$ cat src/rtl/tick_scheduler.sv
// -----------------------------------------------------------------------------
// tick_scheduler
//   One shared clock prescaler feeding NCH independent tick channels. Each
//   channel emits single-cycle enable pulses in the main clock domain at its
//   own programmable rate (a whole number of base ticks). No derived clocks.
//   Period updates go through a valid/ready request and are applied only on a
//   base-tick boundary (or at once while the prescaler is frozen), so a
//   channel never sees a partial or glitched period.
//
// Ports
//   clock       in   1    system clock, all logic on posedge
//   reset       in   1    synchronous, active-high
//   enable      in   1    1 = prescaler runs, 0 = prescaler frozen
//   ch_en       in   NCH  per-channel run enable
//   cfg_valid   in   1    config request
//   cfg_ready   out  1    request accepted when cfg_valid & cfg_ready
//   cfg_ch      in   CW   target channel (out-of-range index ignored, still acked)
//   cfg_period  in   PW   new period in base ticks (0 = channel silent)
//   cfg_ack     out  1    one-cycle pulse once the config has been applied
//   base_tick   out  1    one-cycle pulse per prescaler wrap
//   tick        out  NCH  per-channel one-cycle pulses
// -----------------------------------------------------------------------------
module tick_scheduler #(
  parameter int BASE_DIV   = 50000,
  parameter int NCH        = 4,
  parameter int PW         = 10,
  parameter int RST_PERIOD = 0,
  localparam int CW        = (NCH > 1) ? $clog2(NCH) : 1
) (
  input  logic            clock,
  input  logic            reset,
  input  logic            enable,
  input  logic [NCH-1:0]  ch_en,
  input  logic            cfg_valid,
  output logic            cfg_ready,
  input  logic [CW-1:0]   cfg_ch,
  input  logic [PW-1:0]   cfg_period,
  output logic            cfg_ack,
  output logic            base_tick,
  output logic [NCH-1:0]  tick
);

  localparam int DW = $clog2(BASE_DIV);

  typedef enum logic [1:0] {
    S_IDLE = 2'd0,
    S_PEND = 2'd1,
    S_ACK  = 2'd2
  } state_t;

  logic [DW-1:0]  r_pre;
  logic           r_base;
  logic           w_wrap;

  state_t         r_state;
  state_t         w_state_nxt;
  logic           w_latch;
  logic           w_apply;
  logic           r_ready;
  logic           r_ack;
  logic [CW-1:0]  r_lat_ch;
  logic [PW-1:0]  r_lat_per;
  logic [NCH-1:0] w_sel;

  logic [PW-1:0]  r_period [NCH];
  logic [PW-1:0]  r_cnt    [NCH];
  logic [NCH-1:0] r_tick;

  // Prescaler wrap edge: the only edge on which channels are evaluated.
  assign w_wrap = enable && (r_pre == DW'(BASE_DIV - 1));

  // Prescaler counter and registered base_tick pulse.
  always_ff @(posedge clock) begin
    if (reset) begin
      r_pre  <= '0;
      r_base <= 1'b0;
    end else if (enable) begin
      r_base <= w_wrap;
      r_pre  <= w_wrap ? DW'(0) : (r_pre + DW'(1));
    end else begin
      r_base <= 1'b0;
    end
  end

  // Config FSM next-state logic; ready/ack are registered from the next state.
  always_comb begin
    w_state_nxt = r_state;
    w_latch     = 1'b0;
    w_apply     = 1'b0;
    case (r_state)
      S_IDLE: begin
        if (cfg_valid) begin
          w_latch     = 1'b1;
          w_state_nxt = S_PEND;
        end else begin
          w_state_nxt = S_IDLE;
        end
      end
      S_PEND: begin
        // A frozen prescaler would never wrap, so apply straight away then.
        if (w_wrap || !enable) begin
          w_apply     = 1'b1;
          w_state_nxt = S_ACK;
        end else begin
          w_state_nxt = S_PEND;
        end
      end
      S_ACK:   w_state_nxt = S_IDLE;
      default: w_state_nxt = S_IDLE;
    endcase
  end

  // Config FSM state, handshake outputs and latched request.
  always_ff @(posedge clock) begin
    if (reset) begin
      r_state   <= S_IDLE;
      r_ready   <= 1'b1;
      r_ack     <= 1'b0;
      r_lat_ch  <= '0;
      r_lat_per <= '0;
    end else begin
      r_state <= w_state_nxt;
      r_ready <= (w_state_nxt == S_IDLE);
      r_ack   <= (w_state_nxt == S_ACK);
      if (w_latch) begin
        r_lat_ch  <= cfg_ch;
        r_lat_per <= cfg_period;
      end
    end
  end

  // Channel targeted by an apply this cycle; an out-of-range index matches none.
  always_comb begin
    w_sel = '0;
    for (int i = 0; i < NCH; i++) begin
      if (w_apply && (r_lat_ch == CW'(i))) begin
        w_sel[i] = 1'b1;
      end else begin
        w_sel[i] = 1'b0;
      end
    end
  end

  // Per-channel period registers, counters and tick pulses.
  always_ff @(posedge clock) begin
    for (int i = 0; i < NCH; i++) begin
      if (reset) begin
        r_period[i] <= PW'(RST_PERIOD);
        r_cnt[i]    <= '0;
        r_tick[i]   <= 1'b0;
      end else begin
        r_tick[i] <= 1'b0;
        if (w_sel[i]) begin
          // New period counts from this edge; no tick here.
          r_period[i] <= r_lat_per;
          r_cnt[i]    <= '0;
        end else if (w_wrap) begin
          if (!ch_en[i] || (r_period[i] == PW'(0))) begin
            r_cnt[i] <= '0;
          end else if (r_cnt[i] == (r_period[i] - PW'(1))) begin
            r_cnt[i]  <= '0;
            r_tick[i] <= 1'b1;
          end else begin
            r_cnt[i] <= r_cnt[i] + PW'(1);
          end
        end
      end
    end
  end

  assign base_tick = r_base;
  assign tick      = r_tick;
  assign cfg_ready = r_ready;
  assign cfg_ack   = r_ack;

endmodule

$ cat config.mk
export PLATFORM = sky130hd
export DESIGN_NAME = tick_scheduler
export DESIGN_NICKNAME = d
export VERILOG_FILES = /design/src/rtl/tick_scheduler.sv
export SDC_FILE = /design/constraint.sdc
export NUM_CORES = 1
export LEC_CHECK = 0
export CAP_MARGIN = 0
export CORE_MARGIN = 2
export CORE_UTILIZATION = 54
export CTS_CLUSTER_SIZE = 30
export DETAILED_ROUTE_END_ITERATION = 10
export PLACE_DENSITY = 0.74
export SLEW_MARGIN = 20
export SYNTH_ARGS = -nofsm -noshare
export SYNTH_HDL_FRONTEND = slang
export SYNTH_SLANG_ARGS = --single-unit
$ cat constraint.sdc
create_clock -name clock -period 3.3 [get_ports clock]
set_input_delay 0.66 -clock clock [delete_from_list [all_inputs] [get_ports clock]]
set_output_delay 0.66 -clock clock [all_outputs]
set_load 0.005 [all_outputs]
==> impl_metrics.yaml <==
outcome:
  outcome: "finished, final reports clean"
critical_path:
  crit_buf_inv: 0
  path_max_fanout: 11
  r2r_start: "r_period[1][0]"
  cp-end-kind: "flop"
  crit_family: "simple AND/OR/NAND/NOR gates"
  critPathRequiredTime_ps: 3440
  path_cells: "or4_1 -> or3_1 -> a2111oi_0 -> and4_1 -> a211oi_2"
  criticalPathCategory: "flop to flop"
  cp.arrival_ps: 3110
  r2r-end: "r_cnt[1][5]"
  critPathLaunchType: "flop"
  r2r_cells: 5
  max_stage_delay_ps: 640
  regToRegSetupSlack_ps: 330
  cp_slowest_cell: "and4_1"
clocking:
  cts.path.max_buffers: 2
  post_cts_resized: 0
  post_cts_buffers: 0
  insertion_delay_ps: 420
  cts.sinks: 117
  cts_tree: "yes"
  hold_buffers: 0
  clk_pin_slew_ps: 50
  cts_made_buffers: 17
  htree_levels: 4
  cts-root-buf: "clkbuf_16"
floorplanning:
  start_util_pct: 55.3
  ioPinCount: 27
  core_area_sq_um: 12100
  rows: 40
  dieArea_sq_um: 13300
  die_h_microns: 115
  die_x_microns: 115
power:
  intPower_mw: 2.92
  power.switching_mw: 0.858
  switching_share_pct: 22.7
  power_frac_clock_pct: 47.2
  comb_power_share_pct: 7.8
  irDropWorstVdd_mv: 0.390
  power_density_nw_per_um2: 492
  p_seq_share_pct: 45.0
  leakagePower_nw: 2.66
logic_synthesis:
  async_flop_share_pct: 0
  synth.mux.area_fraction_pct: 0
  synth_top_family_by_area: "simple AND/OR/NAND/NOR gates"
  synth_edf_count: 80
  synth-compound-area-share_pct: 12.5
  syn_area_sq_um: 6680
  ys_seq_elements: 117
  yosys-top-cells-area: "edfxtp_1 (36%), dfxtp_1 (11%), xnor2_1 (6.7%)"
  synth_top_cell_area_share_pct: 36.0
  synth_cells: 649
  yosys.area_share.xor_xnor_pct: 12.3
  ys_seq_area_share_pct: 47.1
  synthDistinctLibCells: 67
  synthSimpleGateAreaFrac_pct: 23.3
  yosys_warnings: 0
  yosys_most_used_dff: "edfxtp_1"
  synth_fa_ha_area_share_pct: 1.69
  synth.avg_cell_area_sq_um: 10.3
  syn_nets: 678
  synth_top_area_cell: "edfxtp_1"
grt:
  grt_pass1_wl_microns: 23100
  grt_pass1_vias: 4734
  grt_max_degree: 17
  antenna_found_initial: 0
  grt_overflow_total: 0
  grt.total_usage_pct: 22.6
finish:
  area_growth_pct: 14.9
  drive_gt1_share_pct: 10.7
  final_util_pct: 63.6
  regArea_sq_um: 3140
  insertedDiodeCount: 0
  final_nets: 705
  final_cell_area_sq_um: 7670
  multi_input_area_sq_um: 3340
  n_fill_cell: 981
min_path:
  hold_end: "r_pre[1]"
  hp-start: "r_pre[1]"
  whs_path_depth: 2
  hp-class: "flop to flop"
timing:
  slew-limit-headroom_pct: 50.6
  fmax_mhz: 337
  setup_tns_ps: 0
  post-route-min-period_ps: 2970
  finalCritPeriodShare_pct: 89.9
  finalHoldViolCount: 0
  drv_slew: 0
  setup_viol: 0
  tightest_slew_ps: 736
  skew_ps: 8.14
  rsz0062_at_grt: "false"
flow_run:
  maxCapViolCount: 0
routing:
  drt_iter0_markers: 390
  vias: 4983
  drc: 0
  routed_via_density: 5.81
  ant_nets: 0
  dr.pass1.iters: 5
  post_drt_wl_per_cell_microns: 16.5
  drt_wl_total_microns: 14100
placed_design:
  gp_congestion: 0.829
  place_area_sq_um: 7100
  hpwl_microns: 9920
  io_buffers: 26
[synth_stat cells, types with 11 or more instances]
library cell	count
dfxtp_1	37
nand4_1	11
nor3_1	16
nor2_1	37
and2_1	42
nand3_1	24
clkbuf_1	19
inv_1	18
edfxtp_1	80
xnor2_1	51
nand2_1	61
a211oi_1	12
xor2_1	43
a21oi_1	21
[area by class of cell]
cell class	instances	share of cell area [%]
Sequential cell	117	41.0
Multi-Input combinational cell	485	43.5
Clock buffer	27	6.43
Clock inverter	5	0.962
Inverter	18	0.881
Timing Repair Buffer	37	4.47
Tap cell	168	2.74
[layer usage]
metal | global-route usage [%] | vias to the layer above | share of wire [%] | wire length (microns)
met4 | 11.2 | 0 | 2.7 | 386
met1 | 30.1 | 2383 | 45 | 6280
met5 | 0 | - | 0 | 0
li1 | - | 2429 | - | -
met3 | 4.01 | 30 | 5.3 | 750
met2 | 35.7 | 141 | 47 | 6690
[sequential cells by signal, indices dropped and copies added (netlist names)]
| register | flops |
|---|---|
| r_lat_ch | 2 |
| r_pre | 16 |
| r_period | 40 |
| tick | 4 |
| r_lat_per | 10 |
| cfg_ready | 1 |
| cfg_ack | 1 |
| r_cnt | 40 |
| r_state | 2 |
| base_tick | 1 |
[per-stage QoR]
stage               setup slack [ps]  instances  power, mW  hold WS (ps)
floorplan                        628        649       1.91           457
global placement                 453        825       2.00           490
detailed placement               380        825       2.02           508
CTS                              365        857       3.79           516
global route                     202        857       3.90           558
finish                           332        857       3.77           519
[worst reg2reg max path: stages (launching register included)]
cell       delay [ps]
edfxtp_1          450
or4_1             620
or3_1             390
a2111oi_0         430
and4_1            640
a211oi_2          150
[kinds of logic (layout without fill, tap and decap cells)]
| logic type | count (synthesis) | after routing |
|---|---|---|
| AO/OA/AOI/OAI | 108 | 108 |
| XOR/XNOR | 94 | 94 |
| adder cells (fa/ha/maj) | 9 | 9 |
| buffers and inverters | 47 | 87 |
| flip-flops | 117 | 117 |
| AND/OR/NAND/NOR | 274 | 274 |
[cell usage in the layout, fill, tap and decap left out, types with 11 or more instances in the layout]
cell type / instances
a211oi_1: 12
a21oi_1: 21
and2_1: 42
buf_4: 11
clkbuf_16: 17
clkdlybuf4s50_1: 26
dfxtp_1: 37
edfxtp_1: 80
inv_1: 18
nand2_1: 61
nand3_1: 24
nand4_1: 11
nor2_1: 37
nor3_1: 16
xnor2_1: 51
xor2_1: 43
[worst max path at each step]
| stage | start | endpoint | slack [ps] | cells after the start |
|---|---|---|---|---|
| global placement | r_period[1][0] | r_cnt[1][5] | 450 | 5 |
| global route | r_period[1][0] | r_cnt[1][9] | 200 | 5 |
| CTS | r_period[1][0] | r_cnt[1][6] | 370 | 5 |
| floorplan | r_pre[7] | r_cnt[3][0] | 630 | 4 |
| finish | r_period[1][0] | r_cnt[1][5] | 330 | 5 |
| detailed placement | r_period[1][0] | r_cnt[1][8] | 380 | 5 |
[power groups by stage]
stage	clock [mW]	combinational (mW)	sequential [mW]
after floorplan	0	0.220	1.69
after global placement	0	0.280	1.72
after detailed placement	0	0.290	1.73
after CTS	1.80	0.293	1.70
after global routing	1.87	0.326	1.71
final	1.78	0.295	1.70
No activity file was read; power rests on OpenSTA's default activity.
